<file path="src/rtl/fir_job_sequencer.sv">
// fir_job_sequencer: host-side initiator for one fir_pipelined engine.
// It loads the input samples into the shared RAM, pulses fir_start, waits for
// a rising edge on fir_done, and then drains the results onto a stream with
// backpressure.
// Optional macro FIR_TIMEOUT_EN adds a watchdog on the WAIT state.
// When the watchdog expires, err is set and the drain is skipped.
module fir_job_sequencer #(
    parameter int ADDR_W         = 10,
    parameter int DATA_W         = 8,
    parameter int TIMEOUT_CYCLES = 4096
) (
    input  logic              clk,
    input  logic              rst_n,
    input  logic              go,
    input  logic [ADDR_W-1:0] cfg_in_addr,
    input  logic [ADDR_W-1:0] cfg_out_addr,
    input  logic [ADDR_W-1:0] cfg_count,
    input  logic              s_valid,
    output logic              s_ready,
    input  logic [DATA_W-1:0] s_data,
    output logic              m_valid,
    input  logic              m_ready,
    output logic [DATA_W-1:0] m_data,
    output logic              m_last,
    output logic [ADDR_W-1:0] mem_addr,
    output logic [DATA_W-1:0] mem_din,
    output logic              mem_we,
    input  logic [DATA_W-1:0] mem_dout,
    output logic              fir_start,
    output logic [ADDR_W-1:0] fir_input_addr,
    output logic [ADDR_W-1:0] fir_output_addr,
    output logic [ADDR_W-1:0] fir_sample_count,
    input  logic              fir_done,
    output logic              busy,
    output logic              job_done,
    output logic              err
);

    typedef enum logic [2:0] {IDLE, LOAD, START, WAIT, RD, CAP, OUT} state_t;

    state_t              state_q, state_d;
    logic [ADDR_W-1:0]   idx_q, idx_d;
    logic [ADDR_W-1:0]   in_addr_q, in_addr_d;
    logic [ADDR_W-1:0]   out_addr_q, out_addr_d;
    logic [ADDR_W-1:0]   count_q, count_d;
    logic                m_valid_q, m_valid_d;
    logic [DATA_W-1:0]   m_data_q, m_data_d;
    logic                m_last_q, m_last_d;
    logic                fir_start_q, fir_start_d;
    logic                job_done_q, job_done_d;
    logic                err_q, err_d;
    logic                fir_done_q;
    logic                done_edge;
    logic                last_idx;
`ifdef FIR_TIMEOUT_EN
    localparam int TW = $clog2(TIMEOUT_CYCLES) + 1;
    logic [TW-1:0]       wdog_q, wdog_d;
`endif

    assign done_edge = fir_done & ~fir_done_q;
    assign last_idx  = (idx_q == count_q - ADDR_W'(1));

    // Next-state and registered-output computation for the job FSM
    always_comb begin
        state_d     = state_q;
        idx_d       = idx_q;
        in_addr_d   = in_addr_q;
        out_addr_d  = out_addr_q;
        count_d     = count_q;
        m_valid_d   = m_valid_q;
        m_data_d    = m_data_q;
        m_last_d    = m_last_q;
        fir_start_d = 1'b0;
        job_done_d  = 1'b0;
        err_d       = err_q;
`ifdef FIR_TIMEOUT_EN
        wdog_d      = wdog_q;
`endif
        case (state_q)
            IDLE: begin
                // job_done is registered, so it is high during the first
                // IDLE cycle. A go in that cycle coincides with job_done and
                // is deferred by one cycle.
                if (go && !job_done_q) begin
                    if (cfg_count != '0) begin
                        in_addr_d  = cfg_in_addr;
                        out_addr_d = cfg_out_addr;
                        count_d    = cfg_count;
                        err_d      = 1'b0;
                        idx_d      = '0;
                        state_d    = LOAD;
                    end else begin
                        err_d      = 1'b1;
                        job_done_d = 1'b1;
                    end
                end
            end
            LOAD: begin
                if (s_valid) begin
                    idx_d = idx_q + ADDR_W'(1);
                    if (last_idx) begin
                        state_d     = START;
                        fir_start_d = 1'b1;
                    end
                end
            end
            START: begin
                state_d = WAIT;
`ifdef FIR_TIMEOUT_EN
                wdog_d  = '0;
`endif
            end
            WAIT: begin
                if (done_edge) begin
                    idx_d   = '0;
                    state_d = RD;
                end
`ifdef FIR_TIMEOUT_EN
                else if (wdog_q == TW'(TIMEOUT_CYCLES - 1)) begin
                    err_d      = 1'b1;
                    job_done_d = 1'b1;
                    state_d    = IDLE;
                end else begin
                    wdog_d = wdog_q + TW'(1);
                end
`endif
            end
            RD: state_d = CAP;
            CAP: begin
                m_data_d  = mem_dout;
                m_valid_d = 1'b1;
                m_last_d  = last_idx;
                state_d   = OUT;
            end
            OUT: begin
                if (m_ready) begin
                    m_valid_d = 1'b0;
                    m_last_d  = 1'b0;
                    if (m_last_q) begin
                        state_d    = IDLE;
                        job_done_d = 1'b1;
                    end else begin
                        idx_d   = idx_q + ADDR_W'(1);
                        state_d = RD;
                    end
                end
            end
            default: state_d = IDLE;
        endcase
    end

    // State and output registers with asynchronous active-low reset
    always_ff @(posedge clk or negedge rst_n) begin
        if (!rst_n) begin
            state_q     <= IDLE;
            idx_q       <= '0;
            in_addr_q   <= '0;
            out_addr_q  <= '0;
            count_q     <= '0;
            m_valid_q   <= 1'b0;
            m_data_q    <= '0;
            m_last_q    <= 1'b0;
            fir_start_q <= 1'b0;
            job_done_q  <= 1'b0;
            err_q       <= 1'b0;
            fir_done_q  <= 1'b0;
`ifdef FIR_TIMEOUT_EN
            wdog_q      <= '0;
`endif
        end else begin
            state_q     <= state_d;
            idx_q       <= idx_d;
            in_addr_q   <= in_addr_d;
            out_addr_q  <= out_addr_d;
            count_q     <= count_d;
            m_valid_q   <= m_valid_d;
            m_data_q    <= m_data_d;
            m_last_q    <= m_last_d;
            fir_start_q <= fir_start_d;
            job_done_q  <= job_done_d;
            err_q       <= err_d;
            fir_done_q  <= fir_done;
`ifdef FIR_TIMEOUT_EN
            wdog_q      <= wdog_d;
`endif
        end
    end

    // RAM port decode. The port is driven only in LOAD and RD, and is left
    // idle elsewhere so that the engine owns the RAM during WAIT.
    always_comb begin
        mem_we   = 1'b0;
        mem_addr = '0;
        mem_din  = '0;
        if (state_q == LOAD) begin
            mem_we   = s_valid;
            mem_addr = in_addr_q + idx_q;
            mem_din  = s_valid ? s_data : '0;
        end else if (state_q == RD) begin
            mem_addr = out_addr_q + idx_q;
        end
    end

    assign s_ready          = (state_q == LOAD);
    assign busy             = (state_q != IDLE);
    assign m_valid          = m_valid_q;
    assign m_data           = m_data_q;
    assign m_last           = m_last_q;
    assign fir_start        = fir_start_q;
    assign job_done         = job_done_q;
    assign err              = err_q;
    assign fir_input_addr   = in_addr_q;
    assign fir_output_addr  = out_addr_q;
    assign fir_sample_count = count_q;

endmodule
</file>
<file path="config.mk">
export PLATFORM = sky130hd
export DESIGN_NAME = fir_job_sequencer
export DESIGN_NICKNAME = d
export VERILOG_FILES = /design/src/rtl/fir_job_sequencer.sv
export SDC_FILE = /design/constraint.sdc
export NUM_CORES = 1
export LEC_CHECK = 0
export CORE_MARGIN = 4
export CORE_UTILIZATION = 43
export CTS_CLUSTER_DIAMETER = 200
export CTS_CLUSTER_SIZE = 20
export DETAILED_ROUTE_END_ITERATION = 10
export PLACE_DENSITY_LB_ADDON = 0.05
export SLEW_MARGIN = 20
export SYNTH_ARGS = -nofsm -noshare
export SYNTH_HDL_FRONTEND = slang
export SYNTH_SLANG_ARGS = --single-unit
</file>
<file path="constraint.sdc">
create_clock -name clk -period 2.45 [get_ports clk]
set_input_delay 0.245 -clock clk [delete_from_list [all_inputs] [get_ports clk]]
set_output_delay 0.245 -clock clk [all_outputs]
set_load 0.01 [all_outputs]
</file>
### Word level (Yosys, flattened, before mapping)

Index checks and enable logic that the tools add are counted.

* bits of input ports: 52
* output and inout bits: 64
* bits in registers: 57

* add/sub/neg operators: 4
* equality and inequality tests: 14
* mux-type cells: 31
* bitwise operators: 2
* reduce and logical (&&, ||, !) cells: 12

Operator list (number)
* 10-bit two-way mux: 8
* 10-bit case mux with 4 select lines: 1
* 3-bit two-way mux: 7
* 3-bit case mux with 7 select lines: 1
* 10-bit adder: 2
* 8-bit two-way mux: 2
* 2-bit inequality test (second input constant): 6
* 10-bit by 1-bit adder with 10-bit output (second input constant): 1
* 10-bit equality test: 1
* 10-bit nonzero test: 1
* 10-bit by 1-bit subtractor with 10-bit output (second input constant): 1
* 3-bit equality test (second input constant): 3
* 1-bit two-way mux: 9
* 7-bit AND reduction: 1
* 3-bit by 2-bit equality test with 1-bit output (second input constant): 2
* 1-bit case mux with 2 select lines: 3
* 6-bit AND reduction: 1
* 2-bit AND reduction: 2
* 4-bit nonzero test: 1
* 3-bit by 1-bit equality test with 1-bit output (second input constant): 1
* 3-bit zero test: 1
* 3-bit AND reduction: 1
* 3-bit nonzero test: 1
* 2-bit by 1-bit inequality test with 1-bit output (second input constant): 1
* other kinds (5): 5

### Depth between registers and ports, before layout

Gate-level depths: netlist (run 1).

* word-level depth: 5
* gate-level depth with buffers: 10
* gate-level depth less buffers: 10

### Worst setup path before layout (run 1)

No wires, ideal clock.

* path kind: reg-to-output
* start: reg out_addr_q[1] (netlist: fir_output_addr[1])
* end: out mem_addr[9]
* setup slack: 0.156 ns
* arrival time: 2.049 ns
* cell stages (with the launch flop): 9
* buffers on the path: 0
* data required time: 2.205 ns
* path through: dfrtp_1 -> ha_1 -> a211o_1 -> o211ai_1 -> a21oi_1 -> o21a_1 -> a311o_1 -> xnor2_1 -> o22ai_1

* word-level cells in the longest chain between the ends: 3

Ends and longest elaborated chain
* start, declared: RTL line 44 `logic [ADDR_W-1:0] out_addr_q, out_addr_d;`
* start signal, assigned: RTL line 174 `out_addr_q <= out_addr_d;`
* 10-bit adder: RTL line 200 `mem_addr = out_addr_q + idx_q;`
* 10-bit two-way mux: RTL line 199 `end else if (state_q == RD) begin`
* 10-bit two-way mux: RTL line 195 `if (state_q == LOAD) begin`
* end, declared: RTL line 25 `output logic [ADDR_W-1:0] mem_addr,`

Every way passes these cells.

### Worst setup path in the final report (run 1)

* start: reg idx_q[0]
* end: out mem_addr[9]

* word-level cells in the longest chain between the ends: 3
* elaborated cells between the ends (all ways): 4

Ends and longest elaborated chain
* start, declared: RTL line 42 `logic [ADDR_W-1:0] idx_q, idx_d;`
* start signal, assigned: RTL line 172 `idx_q <= idx_d;`
* 10-bit adder: RTL line 200
* 10-bit two-way mux: RTL line 199
* 10-bit two-way mux *: RTL line 195

Every way passes the cells marked *; elsewhere a longest branch is shown, timed or not.

==> qor.yml, run 1 <==
run_status:
  status: "complete, but fails checks"
  violations: "setup timing"
placement:
  dpl_cell_area_um2: 5220
  pre_cts_ws_ns: -0.405
  dp_hpwl_mm: 7.66
  globalplace.congestion: 0.887
  place_inst: 615
  io_buffers: 115
yosys:
  yosysWarnings: 0
  synth_fp_nets: 434
  synth_flop_cell: "dfrtp_1"
  ys_ff_latch: 57
  yosysSeqAreaShare_pct: 39.3
  synthCells: 360
  syn_area_um2: 3630
  synth_edf_count: 0
  syn_area_per_cell_um2: 10.1
  synth_cell_types: 51
  ys_async_sr_fraction_pct: 100
floorplanning:
  die_h_um: 99.8
  die_area_um2: 9970
  initial_core_util_pct: 44.1
  fp-row-count: 33
  core_area_um2: 8220
  fp.dieW_um: 99.8
  ios: 116
detailed_routing:
  ant_nets: 0
  drcViolationCount: 0
  num_vias: 3447
  wl_per_cell_um: 16.2
  wirelength_mm: 10.4
  dr.pass1.iters: 4
  viasPerCell: 5.41
  dr.first_iter.drc_count: 114
power:
  power_density_nw_per_um2: 1170
  p_total_mw: 6.55
  leakagePower_nw: 2.44
  max-vdd-ir-drop_mv: 0.596
finish:
  drive_above_1_share_pct: 25.9
  antennaDiodeCount: 0
  stdcell_area_um2: 5600
  nets: 601
  final_util_pct: 68.2
  layoutNonFillerInstCount: 637
  areaGrowthSynthToFinish_pct: 54.5
sta:
  setup_viol: 4
  min_period_over_period_pct: 110
  rsz0062_at_grt: "yes"
  clock_skew_ns: 0.00854
  max_slew_margin_pct: 71.4
  max_freq_ghz: 0.372
  tightest_slew_ns: 0.428
  hold_viol_final: 0
  fin_crit_ns: 2.68
  fin_ws_ns: -0.235
  drv_slew: 0
global_routing:
  antenna_found_initial: 0
  grt_pass1_wl_mm: 17.1
  grt.total_usage_pct: 21.7
  grt_pass1_vias: 3577
  gr-total-overflow: 0
  grt_max_degree: 58
critical_path:
  arrival_ns: 2.44
  worst_path_dominant_cell_family: "compound AO/OA/AOI/OAI gates"
  critPathMaxFanout: 3
  required_ns: 2.20
  critPathLaunchType: "register"
  cpPeakStageDelay_ns: 0.45
  path_buf_inv: 1
  path_class: "reg -> out"
  crit_path_end_kind: "output pin"
  cpMaxStageDelayCell: "dfrtp_2"
  cp_cell_sequence: "ha_4, a211o_1, o211ai_1, a21oi_1, o21a_1, a311o_1, xnor2_1, o22ai_1, buf_2"
clock_tree:
  cts.sinks: 57
  cts_tree: "done"
  cts.clk_slew.worst_paths_ns: 0.07
  insertion_delay_ns: 0.34
  clk_path_buf_depth: 2
  h-tree-depth: 3
  cts-root-buf: "clkbuf_8"
  cts_made_buffers: 9
flow_run:
  drv_cap: 0
min_path:
  hold_path_class: "in -> reg"
where the power goes:
part / switching [mW] / total (mW) / internal [mW]
Sequential: 0.404 / 1.72 / 1.31
Clock: 0.394 / 1.13 / 0.734
Combinational: 1.65 / 3.70 / 2.05
cells in the mapped netlist (2+ instances only):
master | number | area, um2
inv_1 | 13 | 48.8
o211ai_1 | 2 | 15.0
a31oi_1 | 6 | 37.5
nor3_1 | 8 | 40.0
o22ai_1 | 9 | 56.3
a211oi_1 | 2 | 15.0
or3_1 | 3 | 18.8
nor4_1 | 4 | 25.0
nand3_1 | 9 | 45.0
and2_1 | 2 | 12.5
a21o_1 | 2 | 15.0
nand2_1 | 19 | 71.3
and3_1 | 9 | 56.3
a21oi_1 | 16 | 80.1
clkbuf_1 | 4 | 15.0
xnor2_1 | 14 | 123
o21a_1 | 3 | 22.5
nor2b_1 | 10 | 62.6
mux2_2 | 34 | 383
ha_1 | 20 | 250
nand2b_1 | 10 | 62.6
o21ai_0 | 23 | 115
fa_1 | 2 | 40.0
a41oi_1 | 2 | 17.5
mux2_1 | 4 | 45.0
nor2_1 | 18 | 67.6
o31ai_1 | 6 | 45.0
a311o_1 | 2 | 20.0
o41ai_2 | 2 | 32.5
buf_2 | 7 | 35.0
inv_2 | 2 | 7.51
nand4_1 | 3 | 18.8
nand3b_1 | 2 | 15.0
dfrtp_1 | 57 | 1430
xor2_1 | 15 | 131
final cells by class:
class                   count  area, um2
clock inverters             4       98.8
multi-input cells         276       2180
inverters                  15       63.8
fillers                   672       2610
well taps                 105        131
flip-flops and latches     57       1430
repair buffers            168       1550
clock buffers              12        155
cells in the final DEF (no fill, tap or decap), types with 3 or more instances in the layout:
master             n
nor2b_1            8
o22ai_1            9
nand4_1            3
mux2_2            34
bufinv_16          3
buf_4             48
o21ai_0           20
nand3_1            9
clkdlybuf4s50_1  105
inv_1             10
inv_2              3
xor2_1            15
or3_1              3
mux2_1             4
buf_2              7
nor3_1             7
dlygate4sd2_1      3
dfrtp_1           55
ha_4               4
a21oi_1           14
nor2_1            18
o21a_1             3
xnor2_1           13
nand2b_1          10
o31ai_1            5
nor4_1             4
nand2_1           19
clkbuf_8          11
a31oi_1            6
o21ai_1            4
and3_1             9
ha_1              16
kinds of logic after synthesis:
family | count (synthesis) | share of synthesized area (%)
adder cells (fa/ha/maj) | 22 | 8.00
buffers and inverters | 27 | 3.24
AND/OR/NAND/NOR | 103 | 15.4
AO/OA/AOI/OAI | 84 | 15.3
multiplexers | 38 | 11.8
flip-flops | 57 | 39.3
XOR/XNOR | 29 | 7.00
metrics by stage:
step	hold slack [ns]	TNS (ns)
5_1_grt	0.406	-1.44
2_1_floorplan	-0.0506	0
6_report	0.395	-0.647
3_5_place_dp	0.275	-1.31
3_3_place_gp	0.271	-1.11
4_1_cts	0.378	-0.654
worst register-to-register path: stages (launching register included):
cell and delay [ns]:
dfrtp_1 0.60, inv_1 0.26, nand2_1 0.19, o221ai_2 0.12, o21bai_1 0.20, or2_1 0.28, buf_4 0.17, o41ai_2 0.30
state kept, by name, summed over array words and instances (netlist names):
signal,flops
err,1
m_last,1
fir_done_q,1
state_q,3
m_valid,1
fir_input_addr,10
idx_q,10
job_done,1
fir_sample_count,10
fir_output_addr,10
fir_start,1
m_data,8
repair_timing:
item                                   4_1_cts  5_1_grt
endpoints found under the hold margin       57        0
pin swaps                                   15       11
buffers inserted                             7        0
resized for setup                           50        8
hold buffers                                 1        0
setup endpoints to repair                    9       16
layer usage:
layer / GRT usage, % / vias to the layer above / share of wire (%)
met3: 4.17 / 15 / 5.2
met4: 9.56 / 0 / 2.2
met5: 0 / - / 0
met2: 37.6 / 97 / 51
li1: - / 1655 / -
met1: 26.2 / 1680 / 42
worst paths after layout:
kind | from | end | slack, ns | cells past startpoint
setup / recovery | idx_q[0] | mem_addr[9] | -0.23 | 9
min in group asynchronous | rst_n | fir_input_addr[7] | 0.41 | 3
setup reg to reg | state_q[0] | idx_q[5] | 0.25 | 7
hold / removal | fir_done | fir_done_q | 0.39 | 1
max in group asynchronous | rst_n | idx_q[0] | 1.73 | 3
hold reg to reg | err | err | 0.49 | 2
Power figures use the tool's default switching activity.
==> run 2, diff against run 1 <==
--- a/config.mk
+++ b/config.mk
@@ -10,6 +10,7 @@
 export CTS_CLUSTER_DIAMETER = 200
 export CTS_CLUSTER_SIZE = 20
 export DETAILED_ROUTE_END_ITERATION = 10
+export GPL_ROUTABILITY_DRIVEN = 0
 export PLACE_DENSITY_LB_ADDON = 0.05
 export SLEW_MARGIN = 20
 export SYNTH_ARGS = -nofsm -noshare
==> qor.yml, run 2 (same netlist as run 1, synthesis figures left out) <==
run_status:
  status: "complete, but fails checks"  # unchanged
  violations: "setup timing"  # unchanged
critical_path:
  cpPeakStageDelay_ns: 0.46  # was 0.45 ns
  arrival_ns: 2.45  # was 2.44 ns
  worst_path_dominant_cell_family: "compound AO/OA/AOI/OAI gates"  # unchanged
  rr_endpoint: "idx_q[5]"  # unchanged
  cpMaxStageDelayCell: "dfrtp_2"  # unchanged
  critPathLaunchType: "register"  # unchanged
  crit_path_end_kind: "output pin"  # unchanged
  critPathMaxFanout: 4  # was 3
  required_ns: 2.20  # about the same
  path_buf_inv: 1  # unchanged
  cp_cell_sequence: "ha_4, a211o_1, o211ai_1, a21oi_1, o21a_1, a311o_1, xnor2_1, o22ai_1, buf_2"  # unchanged
  path_class: "reg -> out"  # unchanged
  rr_startpoint: "state_q[0]"  # unchanged
  r2r_cells: 7  # unchanged
  reg2reg_slack_ns: 0.24  # was 0.25 ns
clock_tree:
  cts_made_buffers: 9  # unchanged
  cts_tree: "done"  # unchanged
  cts.clk_slew.worst_paths_ns: 0.07  # about the same
  cts.sinks: 57  # unchanged
  cts-root-buf: "clkbuf_8"  # unchanged
  insertion_delay_ns: 0.33  # was 0.34 ns
  h-tree-depth: 3  # unchanged
  clk_path_buf_depth: 2  # unchanged
detailed_routing:
  wl_per_cell_um: 16.0  # was 16.2 um
  dr.pass1.iters: 4  # unchanged
  wirelength_mm: 10.1  # was 10.4 mm
  drcViolationCount: 0  # unchanged
  dr.first_iter.drc_count: 234  # was 114
  num_vias: 3392  # was 3447
  ant_nets: 0  # unchanged
  viasPerCell: 5.34  # was 5.41
floorplanning:
  core_area_um2: 8220  # unchanged
  fp.dieW_um: 99.8  # unchanged
  ios: 116  # unchanged
  initial_core_util_pct: 44.1  # unchanged
  die_h_um: 99.8  # unchanged
  fp-row-count: 33  # unchanged
  die_area_um2: 9970  # unchanged
sta:
  drv_slew: 0  # unchanged
  min_period_over_period_pct: 110  # about the same
  max_slew_margin_pct: 70.6  # was 71.4%
  setup_viol: 4  # unchanged
  clock_skew_ns: 0.00865  # was 0.00854 ns
  fin_crit_ns: 2.70  # was 2.68 ns
  rsz0062_at_grt: "yes"  # unchanged
  tightest_slew_ns: 0.441  # was 0.428 ns
  fin_ws_ns: -0.250  # was -0.235 ns
  max_freq_ghz: 0.370  # was 0.372 GHz
  tns_ns: -0.599  # was -0.647 ns
  hold_viol_final: 0  # unchanged
finish:
  layout_common_cells: "105 x clkdlybuf4s50_1, 55 x dfrtp_1, 49 x buf_4"  # was 105 x clkdlybuf4s50_1, 55 x dfrtp_1, 48 x buf_4
  nets: 601  # unchanged
  layout_commonest_cell: "clkdlybuf4s50_1"  # unchanged
  fillers: 669  # was 672
  antennaDiodeCount: 0  # unchanged
  areaGrowthSynthToFinish_pct: 52.0  # was 54.5%
  drive_above_1_share_pct: 25.7  # was 25.9%
power:
  power_density_nw_per_um2: 1120  # was 1170 nW/um2
  max-vdd-ir-drop_mv: 0.628  # was 0.596 mV
  leakagePower_nw: 2.40  # was 2.44 nW
  p_total_mw: 6.19  # was 6.55 mW
global_routing:
  grt_pass1_wl_mm: 16.5  # was 17.1 mm
  gr-total-overflow: 0  # unchanged
  grt_pass1_vias: 3417  # was 3577
  grt.total_usage_pct: 20.7  # was 21.7%
  antenna_found_initial: 0  # unchanged
  grt_max_degree: 31  # was 58
placement:
  io_buffers: 115  # unchanged
  dp_hpwl_mm: 7.78  # was 7.66 mm
min_path:
  hold_path_class: "in -> async"  # was in -> reg
flow_run:
  drv_cap: 0  # unchanged
==> run 2: changes by cell type in the layout (fill, tap and decap cells not counted), sizes merged <==
cell,previous run,this run
clkinv,1,2
bufinv,3,0
clkbuf,12,11
clkinvlp,0,1
==> run 2: worst max path at each step <==
stage,startpoint,slack (ns),to,depth (start not counted)
floorplan,fir_output_addr[1],0.16,mem_addr[9],8
global placement,idx_q[1],-0.36,mem_addr[9],9
detailed placement,idx_q[1],-0.41,mem_addr[9],9
CTS,idx_q[1],-0.24,mem_addr[9],9
global route,idx_q[1],-0.38,mem_addr[9],9
finish,idx_q[1],-0.25,mem_addr[9],9
==> run 2: power by group <==
| part | leakage (nW) | switching (mW) | internal, mW | total, mW |
|---|---|---|---|---|
| combinational | 1.61 | 1.64 | 2.05 | 3.69 |
| clock | 0.0871 | 0.376 | 0.407 | 0.783 |
| sequential | 0.702 | 0.400 | 1.32 | 1.71 |
| total | 2.40 | 2.42 | 3.77 | 6.19 |
==> run 2: final cells by class <==
class / instances / area (um2) / area share (%)
multi-input cells: 276 / 2190 / 39.8
well taps: 105 / 131 / 2.38
flip-flops and latches: 57 / 1430 / 25.9
repair buffers: 168 / 1530 / 27.8
clock buffers: 11 / 151 / 2.75
clock inverters: 3 / 17.5 / 0.318
inverters: 15 / 58.8 / 1.07
==> run 2: repair_timing <==
| item | CTS | global route |
|---|---|---|
| hold buffers | 1 | 0 |
| resized for setup | 46 | 10 |
| pin swaps | 16 | 5 |
| setup buffers | 3 | 1 |
| hold endpoints to repair | 17 | 0 |
| endpoints found under the setup margin | 9 | 16 |
==> run 2: layer usage <==
| layer | part of all wire (%) | track usage, % |
|---|---|---|
| met1 | 44 | 26.3 |
| met3 | 5.0 | 4.59 |
| met2 | 49 | 35.6 |
| met4 | 1.3 | 5.46 |
| met5 | 0 | 0 |
==> run 2: metrics by stage <==
step / instance area (um2) / setup slack, ns / instances / utilization [%] / hold slack, ns
6_report: 5510 / -0.250 / 635 / 67.1 / 0.382
5_1_grt: 5510 / -0.379 / 635 / 67.1 / 0.384
4_1_cts: 5460 / -0.240 / 634 / 66.5 / 0.381
3_5_place_dp: 5220 / -0.412 / 616 / 63.5 / 0.215
3_3_place_gp: 5220 / -0.360 / 616 / 63.5 / 0.215
2_1_floorplan: 3630 / 0.156 / 360 / - / -0.0506
==> run 2: worst reg2reg max path, cell delays in order (launching register included) <==
cell and delay [ns]:
dfrtp_1 0.61, inv_1 0.26, nand2_1 0.19, o221ai_2 0.12
o21bai_1 0.19, or2_1 0.27, buf_4 0.17, o41ai_2 0.30
